File: config.mk
export PLATFORM = sky130hd
export DESIGN_NAME = po2_quantize_flat
export DESIGN_NICKNAME = d
export VERILOG_FILES = /design/src/rtl/po2_quantize_if.sv /design/src/rtl/po2_quantize.sv /design/src/flat_wrapper.sv
export SDC_FILE = /design/constraint.sdc
export NUM_CORES = 1
export LEC_CHECK = 0
export CAP_MARGIN = 20
export CORE_UTILIZATION = 51
export CTS_CLUSTER_SIZE = 16
export DETAILED_ROUTE_END_ITERATION = 16
export HOLD_SLACK_MARGIN = 0.08
export PLACE_DENSITY = 0.72
export SYNTH_ARGS = -nofsm -noshare
export SYNTH_HDL_FRONTEND = slang
export SYNTH_SLANG_ARGS = --single-unit
File: constraint.sdc
create_clock -name clk -period 4.6 [get_ports clk]
set_input_delay 0.46 -clock clk [delete_from_list [all_inputs] [get_ports clk]]
set_output_delay 0.46 -clock clk [all_outputs]
set_load 0.05 [all_outputs]
File: src/rtl/po2_quantize_if.sv
`default_nettype none
// ============================================================================
// po2_quantize_if : weight-in / power-of-two-result handshake bundle
// Revision 1.0
// ============================================================================
interface po2_quantize_if #(
  parameter int W = 16
);
  logic [W-1:0] in_weight;
  logic         in_v;
  logic         in_ready;
  logic         zero_weight;
  logic         negative_weight;
  logic [W-1:0] log_2_weight;
  logic         saturated;
  logic         out_v;
  logic         out_ready;

  modport master (
    output in_weight, in_v, out_ready,
    input  in_ready, zero_weight, negative_weight, log_2_weight, saturated, out_v
  );

  modport slave (
    input  in_weight, in_v, out_ready,
    output in_ready, zero_weight, negative_weight, log_2_weight, saturated, out_v
  );
endinterface
`default_nettype wire

File: src/rtl/po2_quantize.sv
`default_nettype none
// ============================================================================
// po2_quantize : rounds a signed fixed-point weight to +/-2^-k (or zero)
// Revision 1.0
// ============================================================================
module po2_quantize #(
  parameter int W = 16,
  parameter int I = 4
) (
  input  wire             clk,
  input  wire             rst_n,
  po2_quantize_if.slave   bus
);
  localparam int             c_frac = W - I;
  localparam int             c_jw   = (W > 1) ? $clog2(W) : 1;
  localparam logic [W-1:0]   c_one  = W'(1) << c_frac;

  typedef enum logic [2:0] {
    S_IDLE  = 3'd0,
    S_ABS   = 3'd1,
    S_SCAN  = 3'd2,
    S_ROUND = 3'd3,
    S_DONE  = 3'd4
  } state_t;

  state_t            state_q, state_d;
  logic [W-1:0]      w_q, w_d;
  logic [W-1:0]      m_q, m_d;
  logic [W-1:0]      k_q, k_d;
  logic [c_jw-1:0]   j_q, j_d;
  logic              sign_q, sign_d;
  logic [W-1:0]      log2_q, log2_d;
  logic              zero_q, zero_d;
  logic              neg_q, neg_d;
  logic              sat_q, sat_d;
  logic              in_ready_q, in_ready_d;
  logic              out_v_q, out_v_d;

  logic [W-1:0]      w_abs;
  logic [c_jw-1:0]   j_m1;

  always_comb begin
    state_d    = state_q;
    w_d        = w_q;
    m_d        = m_q;
    k_d        = k_q;
    j_d        = j_q;
    sign_d     = sign_q;
    log2_d     = log2_q;
    zero_d     = zero_q;
    neg_d      = neg_q;
    sat_d      = sat_q;
    in_ready_d = in_ready_q;
    out_v_d    = out_v_q;
    // Two's complement of the most-negative value wraps to itself, which
    // still compares >= 1.0 and therefore saturates as intended.
    w_abs      = w_q[W-1] ? (~w_q + W'(1)) : w_q;
    j_m1       = j_q - c_jw'(1);

    case (state_q)
      S_IDLE: begin
        if (bus.in_v) begin
          w_d        = bus.in_weight;
          in_ready_d = 1'b0;
          state_d    = S_ABS;
        end
      end
      S_ABS: begin
        sign_d = w_q[W-1];
        m_d    = w_abs;
        if (w_q == '0) begin
          zero_d  = 1'b1;
          neg_d   = 1'b0;
          log2_d  = '0;
          sat_d   = 1'b0;
          out_v_d = 1'b1;
          state_d = S_DONE;
        end else if (w_abs >= c_one) begin
          zero_d  = 1'b0;
          neg_d   = w_q[W-1];
          log2_d  = '0;
          sat_d   = 1'b1;
          out_v_d = 1'b1;
          state_d = S_DONE;
        end else begin
          k_d     = W'(1);
          j_d     = c_jw'(c_frac - 1);
          state_d = S_SCAN;
        end
      end
      S_SCAN: begin
        if (m_q[j_q]) begin
          state_d = S_ROUND;
        end else begin
          k_d = k_q + W'(1);
          j_d = j_m1;
        end
      end
      S_ROUND: begin
        // The bit below the leading one decides the half-way point; ties go up.
        log2_d  = ((j_q != '0) && m_q[j_m1]) ? (k_q - W'(1)) : k_q;
        neg_d   = sign_q;
        zero_d  = 1'b0;
        sat_d   = 1'b0;
        out_v_d = 1'b1;
        state_d = S_DONE;
      end
      S_DONE: begin
        if (bus.out_ready) begin
          out_v_d    = 1'b0;
          in_ready_d = 1'b1;
          state_d    = S_IDLE;
        end
      end
      default: begin
        out_v_d    = 1'b0;
        in_ready_d = 1'b1;
        state_d    = S_IDLE;
      end
    endcase
  end

  always_ff @(posedge clk or negedge rst_n) begin
    if (!rst_n) begin
      state_q    <= S_IDLE;
      w_q        <= '0;
      m_q        <= '0;
      k_q        <= '0;
      j_q        <= '0;
      sign_q     <= 1'b0;
      log2_q     <= '0;
      zero_q     <= 1'b0;
      neg_q      <= 1'b0;
      sat_q      <= 1'b0;
      in_ready_q <= 1'b1;
      out_v_q    <= 1'b0;
    end else begin
      state_q    <= state_d;
      w_q        <= w_d;
      m_q        <= m_d;
      k_q        <= k_d;
      j_q        <= j_d;
      sign_q     <= sign_d;
      log2_q     <= log2_d;
      zero_q     <= zero_d;
      neg_q      <= neg_d;
      sat_q      <= sat_d;
      in_ready_q <= in_ready_d;
      out_v_q    <= out_v_d;
    end
  end

  assign bus.in_ready        = in_ready_q;
  assign bus.out_v           = out_v_q;
  assign bus.zero_weight     = zero_q;
  assign bus.negative_weight = neg_q;
  assign bus.saturated       = sat_q;
  assign bus.log_2_weight    = log2_q;
endmodule
`default_nettype wire

File: src/flat_wrapper.sv
// flat-port wrapper written by rule: the top's interface ports become plain ports
module po2_quantize_flat 
#(
  parameter int W = 16,
  parameter int I = 4
)
  (clk, rst_n, bus_in_weight, bus_in_v, bus_out_ready, bus_in_ready, bus_zero_weight, bus_negative_weight, bus_log_2_weight, bus_saturated, bus_out_v);
  po2_quantize_if #(.W(W)) bus_i ();
  input  wire clk;
  input  wire rst_n;
  input wire logic [$bits(bus_i.in_weight)-1:0] bus_in_weight;
  input wire logic [$bits(bus_i.in_v)-1:0] bus_in_v;
  input wire logic [$bits(bus_i.out_ready)-1:0] bus_out_ready;
  output wire logic [$bits(bus_i.in_ready)-1:0] bus_in_ready;
  output wire logic [$bits(bus_i.zero_weight)-1:0] bus_zero_weight;
  output wire logic [$bits(bus_i.negative_weight)-1:0] bus_negative_weight;
  output wire logic [$bits(bus_i.log_2_weight)-1:0] bus_log_2_weight;
  output wire logic [$bits(bus_i.saturated)-1:0] bus_saturated;
  output wire logic [$bits(bus_i.out_v)-1:0] bus_out_v;
  assign bus_i.in_weight = bus_in_weight;
  assign bus_i.in_v = bus_in_v;
  assign bus_i.out_ready = bus_out_ready;
  assign bus_in_ready = bus_i.in_ready;
  assign bus_zero_weight = bus_i.zero_weight;
  assign bus_negative_weight = bus_i.negative_weight;
  assign bus_log_2_weight = bus_i.log_2_weight;
  assign bus_saturated = bus_i.saturated;
  assign bus_out_v = bus_i.out_v;
  po2_quantize #(.W(W), .I(I)) u_core (.clk(clk), .rst_n(rst_n), .bus(bus_i));
endmodule
==> run summary, run 1 <==
number of global-route vias before repair: 3401
CTS Buffer Depth: 2
area of the multi-input gates: 2330 sq um
Buffers on Ports: 40
GR Overflow Total: 0
starting density of the core: 0.535
register area share after synthesis: 0.432
Routed WL per cell: 16.3 um
warnings from Yosys: 0
post-cts sizing count: 0
Worst-path clk slew: 0.09 ns
Final Net Count: 527
synthesized net count: 512
Critical Path Fanout Max: 14
Die Width: 95.5 um
Avg Synthesized Cell Area: 9.14 sq um
Hold Fails Final Rpt: 0
reg2reg path depth: 8
Layout area overhead: 13.7%
routed via count: 3764
Worst-Margin Slew: 1.12 ns
final setup vio count: 0
fin crit share: 0.722
full die area: 9130 sq um
Final Wtd Congestion: 0.903
Final min period: 3.32 ns
flops & latches, synth: 77
DIE HEIGHT: 95.5 um
DR iter-0 viols: 267
Clock H-tree levels: 3
core footprint: 8340 sq um
Post-Synthesis Cell Area: 4460 sq um
hold_buf cts: 0
Mapped Cells: 488
# Max-Cap Violations: 0
Leak Pwr: 2.23 nW
IR drop worst, VDD: 0.000336 V
worst min path class: input port to async pin
r2r setup slk: 1.28 ns
Worst EP arrival: 3.57 ns
Worst Setup Path Type: flip-flop to flip-flop
filler instances: 727
setup total negative slack: 0 ns
Global Route met2 Usage: 0.376
first-pass detailed-route iteration total: 5
PD cells: 658 nW/um^2
Distinct cells, synth: 55
clock sink total: 77
layout cell share with drive strength beyond 1: 0.0984
CTS buffer count: 9
commonest non-fill, non-tap cell in the layout: dfrtp_1
hold slack final: 0.222 ns
cell taking the most area after synthesis: dfrtp_1
register area: 1930 sq um
met1 Use GR: 0.321
main flop type after synthesis: dfrtp_1
post-route ant nets: 0
Worst Setup Start Kind: flip-flop
fmax: 0.301 GHz
Via-to-Cell Ratio: 6.14
GRT Total Usage: 0.236
antenna diode count: 0
fin. max-slew vios: 0
status: finished clean
# DRC: 0
ys async rst share: 1.00
Worst-Skew Late Latency: 0.37 ns
commonest non-fill, non-tap cells in the layout: dfrtp_1, o21ai_0, nand2_1, clkdlybuf4s50_1, nor2_1
Detail Placement HPWL: 6950 um
clock root cell: clkbuf_8
largest net degree at the start of global routing: 78
RSZ-0062 raised after global routing: no
Required @ worst endpoint: 4.85 ns
num rows: 33
top cell type's share of synthesized area: 0.426
Reg-to-Reg Start: u_core.j_q[0]$_DFFE_PN0P_
antenna violations before repair: 0
max_slew headroom: 0.256
CTS tree: done
first-pass GRT wire length: 16700 um
met3 Use GR: 0.0415
Boundary Pins: 41
Fin Clk Skew: 0.0102 ns
Post-Route WL: 9970 um
Area contributors post-synth: dfrtp_1, o21ai_0, nand2_1
number of synthesized flops with an enable pin: 0
GRT Max-Usage Layer: met2
r2r endpoint: u_core.bus.log_2_weight[1]$_DFFE_PN0P_
post-CTS setup buffer count: 0
kind of end point of the critical path: flip-flop
==> stage by stage <==
| stage | total power [mW] | setup slack (ns) | instance area (sq um) | utilization | instances |
|---|---|---|---|---|---|
| floorplan | 2.37 | 1.64 | 4460 | - | 488 |
| global placement | 2.71 | 1.46 | 4850 | 0.581 | 597 |
| detailed placement | 2.76 | 1.34 | 4850 | 0.581 | 597 |
| CTS | 3.35 | 1.31 | 5070 | 0.608 | 613 |
| global route | 3.57 | 0.946 | 5070 | 0.608 | 613 |
| finish | 3.34 | 1.28 | 5070 | 0.608 | 613 |
==> power by group <==
group / internal, mW / switching (mW)
Sequential: 0.905 / 0.308
Combinational: 0.654 / 0.887
Clock: 0.308 / 0.276
Total: 1.87 / 1.47
==> final cells by class <==
type / count / share of cell area
multi-input cells: 361 / 0.459
flip-flops and latches: 77 / 0.380
repair buffers: 43 / 0.0829
well taps: 105 / 0.0259
clock buffers: 9 / 0.0244
clock inverters: 7 / 0.0195
inverters: 11 / 0.00814
==> how the worst max path moves through the flow <==
stage                                    from                                      end  slack, ns  cells after the start
floorplan           u_core.j_q[0]$_DFFE_PN0P_   u_core.bus.log_2_weight[0]$_DFFE_PN0P_       1.64                     11
global placement    u_core.j_q[0]$_DFFE_PN0P_   u_core.bus.log_2_weight[0]$_DFFE_PN0P_       1.46                      8
detailed placement  u_core.j_q[0]$_DFFE_PN0P_   u_core.bus.log_2_weight[1]$_DFFE_PN0P_       1.34                      8
CTS                 u_core.j_q[0]$_DFFE_PN0P_   u_core.bus.log_2_weight[1]$_DFFE_PN0P_       1.31                      8
global route        u_core.j_q[0]$_DFFE_PN0P_  u_core.bus.log_2_weight[10]$_DFFE_PN0P_       0.95                      8
finish              u_core.j_q[0]$_DFFE_PN0P_   u_core.bus.log_2_weight[1]$_DFFE_PN0P_       1.28                      8
==> cells by family after synthesis <==
kind of cell | count (synthesis) | share of synthesized area
and+or+nand+nor | 195 | 0.220
AOI/OAI and AO/OA | 113 | 0.160
DFF | 77 | 0.432
buffers and inverters | 50 | 0.0474
muxes | 30 | 0.0920
xor gates and xnor gates | 19 | 0.0373
adders and majority gates | 4 | 0.0112
==> layer usage <==
layer | routed length (um) | vias to the layer above
met5 | 0 | -
met4 | 187 | 0
met3 | 470 | 14
met2 | 4690 | 112
met1 | 4620 | 1822
li1 | - | 1816
==> critical path, cell delays in order, from the launching register on <==
cell and delay, ns:
dfrtp_1 0.69, inv_1 0.15, ha_1 0.49, mux2_2 0.39
o31ai_1 0.19, o21ai_0 0.26, and3_1 0.31, or4_1 0.47
a32o_1 0.26
==> state kept, by name (all words and copies together) (netlist names) <==
name and flops:
u_core.bus.in_ready 1, u_core.sign_q 1, u_core.bus.saturated 1, u_core.bus.zero_weight 1, u_core.bus.log_2_weight 16, u_core.m_q 16, u_core.bus.negative_weight 1, u_core.j_q 4
u_core.w_q 16, u_core.state_q 3, u_core.bus.out_v 1, u_core.k_q 16
==> synth_stat cells, drive strengths merged (3+ instances only) <==
cell type  number
dfrtp          76
o21ai          53
nand2          51
nor2           35
clkbuf         33
nand3          25
nor3           21
nand4          18
a21oi          16
mux2           15
xor2           13
inv            11
a32oi          10
mux2i           8
mux4            7
o31ai           7
buf             6
xnor2           6
a31oi           5
and3            5
nand2b          5
or4             5
and2            4
and4            4
ha              4
nor4            4
or2             4
nor2b           3
nor4b           3
o21a            3
or3             3
(Power assumes the default switching activity.)
==> inputs of run 2 (changes only) <==
==> constraint.sdc (replaced) <==
create_clock -name clk -period 3.1 [get_ports clk]
set_input_delay 0.31 -clock clk [delete_from_list [all_inputs] [get_ports clk]]
set_output_delay 0.31 -clock clk [all_outputs]
set_load 0.05 [all_outputs]
==> run summary, run 2 (synthesis results as in run 1) <==
status: finished clean (unchanged)
Die Width: 95.5 um (unchanged)
Critical Path Fanout Max: 7 (was 14)
GR Overflow Total: 0 (unchanged)
Clock H-tree levels: 3 (unchanged)
fin. max-slew vios: 0 (unchanged)
core footprint: 8340 sq um (unchanged)
Place WS: 0.127 ns (was 1.34 ns)
final setup vio count: 0 (unchanged)
Hold Fails Final Rpt: 0 (unchanged)
Routed WL per cell: 16.2 um (was 16.3 um)
starting density of the core: 0.535 (unchanged)
post-route ant nets: 0 (unchanged)
num rows: 33 (unchanged)
GRT Total Usage: 0.242 (was 0.236)
r2r setup slk: 0.21 ns (was 1.28 ns)
Buffers on Ports: 40 (unchanged)
Worst EP arrival: 3.13 ns (was 3.57 ns)
CTS buffer count: 9 (unchanged)
Final min period: 2.89 ns (was 3.32 ns)
Worst Setup Path Type: flip-flop to flip-flop (unchanged)
Boundary Pins: 41 (unchanged)
worst min path class: input port to async pin (unchanged)
Post-Route WL: 10000 um (was 9970 um)
antenna diode count: 0 (unchanged)
Layout area overhead: 15.7% (was 13.7%)
first-pass detailed-route iteration total: 7 (was 5)
CP max stage delay: 0.47 ns (was 0.69 ns)
# DRC: 0 (unchanged)
Buf/Inv on CP: 1 (unchanged)
routed via count: 3788 (was 3764)
slowest CP cell: or4_1 (was dfrtp_1)
Sw Share: 0.428 (was 0.441)
P_int: 2.90 mW (was 1.87 mW)
Detail Placement HPWL: 6970 um (was 6950 um)
DIE HEIGHT: 95.5 um (unchanged)
Fin Clk Skew: 0.00523 ns (was 0.0102 ns)
antenna violations before repair: 0 (unchanged)
layout cell share with drive strength beyond 1: 0.118 (was 0.0984)
Leak Pwr: 2.28 nW (was 2.23 nW)
fmax: 0.346 GHz (was 0.301 GHz)
commonest non-fill, non-tap cells in the layout: dfrtp_1, o21ai_0, nand2_1, clkdlybuf4s50_1, nor2_1 (unchanged)
PD cells: 983 nW/um^2 (was 658 nW/um^2)
IR drop worst, VDD: 0.000480 V (was 0.000336 V)
CTS tree: done (unchanged)
final instance area: 5160 sq um (was 5070 sq um)
post-CTS setup buffer count: 0 (unchanged)
Worst-Skew Late Latency: 0.35 ns (was 0.37 ns)
full die area: 9130 sq um (unchanged)
filler instances: 705 (was 727)
kind of end point of the critical path: flip-flop (unchanged)
setup total negative slack: 0 ns (unchanged)
final worst slack: 0.209 ns (was 1.28 ns)
DR iter-0 viols: 300 (was 267)
Worst Setup Start Kind: flip-flop (unchanged)
commonest non-fill, non-tap cell in the layout: dfrtp_1 (unchanged)
# Max-Cap Violations: 0 (unchanged)
Cell Area, Placed: 4900 sq um (was 4850 sq um)
Worst-path clk slew: 0.08 ns (was 0.09 ns)
clock power share: 0.184 (was 0.175)
Reg power frac: 0.349 (was 0.364)
Required @ worst endpoint: 3.34 ns (was 4.85 ns)
Final Wtd Congestion: 0.882 (was 0.903)
number of global-route vias before repair: 3568 (was 3401)
RSZ-0062 raised after global routing: no (unchanged)
largest net degree at the start of global routing: 78 (unchanged)
Worst-Margin Slew: 0.964 ns (was 1.12 ns)
clock root cell: clkbuf_8 (unchanged)
Via-to-Cell Ratio: 6.11 (was 6.14)
CTS Buffer Depth: 2 (unchanged)
Comb pwr share: 0.467 (was 0.462)
Final Net Count: 534 (was 527)
clock sink total: 77 (unchanged)
max_slew headroom: 0.357 (was 0.256)
first-pass GRT wire length: 17200 um (was 16700 um)
cells along the critical path: inv_1, ha_2, mux2_2, o31ai_1, o21ai_0, and3_1, or4_1, a32o_1 (was inv_1, ha_1, mux2_2, o31ai_1, o21ai_0, and3_1, or4_1, a32o_1)
fin crit share: 0.933 (was 0.722)
critical path's top delay family: simple AND/OR/NAND/NOR gates (unchanged)
sw power: 2.17 mW (was 1.47 mW)
[run 2: worst paths after layout]
kind                                                  from                                endpoint  depth (start not counted)
max                              u_core.j_q[1]$_DFFE_PN0P_  u_core.bus.log_2_weight[0]$_DFFE_PN0P_                          8
min reg2reg                u_core.bus.in_ready$_DFFE_PN1P_         u_core.bus.in_ready$_DFFE_PN1P_                          2
min in group clk           u_core.bus.in_ready$_DFFE_PN1P_         u_core.bus.in_ready$_DFFE_PN1P_                          2
max reg2reg                      u_core.j_q[1]$_DFFE_PN0P_  u_core.bus.log_2_weight[0]$_DFFE_PN0P_                          8
min                                                  rst_n  u_core.bus.log_2_weight[6]$_DFFE_PN0P_                          1
max in group asynchronous                            rst_n               u_core.j_q[1]$_DFFE_PN0P_                          1
[run 2: power groups by stage]
| stage | clock network [mW] | registers (mW) | logic [mW] |
|---|---|---|---|
| floorplan | 0 | 1.81 | 1.70 |
| global placement | 0 | 1.77 | 2.29 |
| detailed placement | 0 | 1.78 | 2.35 |
| CTS | 0.956 | 1.76 | 2.37 |
| global route | 0.999 | 1.83 | 2.62 |
| finish | 0.931 | 1.77 | 2.37 |
[run 2: area by class of cell]
| cell class | instances | area [sq um] | share of cell area |
|---|---|---|---|
| tap | 105 | 131 | 0.0254 |
| inverter | 11 | 41.3 | 0.00800 |
| clock inverter | 7 | 121 | 0.0235 |
| sequential | 77 | 1930 | 0.374 |
| multi-input combinational | 361 | 2340 | 0.454 |
| timing repair buffer | 50 | 473 | 0.0916 |
| clock buffer | 9 | 124 | 0.0240 |
[run 2: worst reg2reg max path, stage by stage, from the launching register on]
cell	delay, ns
dfrtp_2	0.44
inv_1	0.10
ha_2	0.43
mux2_2	0.38
o31ai_1	0.18
o21ai_0	0.23
and3_1	0.30
or4_1	0.47
a32o_1	0.25
[run 2: metal layers]
| layer | GRT usage | share of wire | wire length (um) |
|---|---|---|---|
| met3 | 0.0391 | 0.045 | 450 |
| met4 | 0.0945 | 0.014 | 140 |
| met1 | 0.330 | 0.46 | 4650 |
| met5 | 0 | 0 | 0 |
| met2 | 0.388 | 0.48 | 4810 |
[run 2: timing repair]
item / CTS / global route
hold buffers: 0 / 0
setup endpoints to repair: 0 / 16
resized for setup: 0 / 4
[run 2: metrics by stage]
stage,cells,hold slack [ns],util,power [mW]
CTS,620,0.150,0.617,5.09
global placement,604,0.463,0.588,4.07
detailed placement,604,0.462,0.588,4.14
finish,620,0.103,0.619,5.07
floorplan,488,0.0144,-,3.51
global route,620,0.198,0.619,5.45
==> inputs of run 3 (changes only) <==
--- a/config.mk
+++ b/config.mk
@@ -14,3 +14,4 @@
 export SYNTH_ARGS = -nofsm -noshare
 export SYNTH_HDL_FRONTEND = slang
 export SYNTH_SLANG_ARGS = --single-unit
+export TNS_END_PERCENT = 30
==> results of run 3 <==
No change in the layout: final DEF, timing and power equal those of run 2.
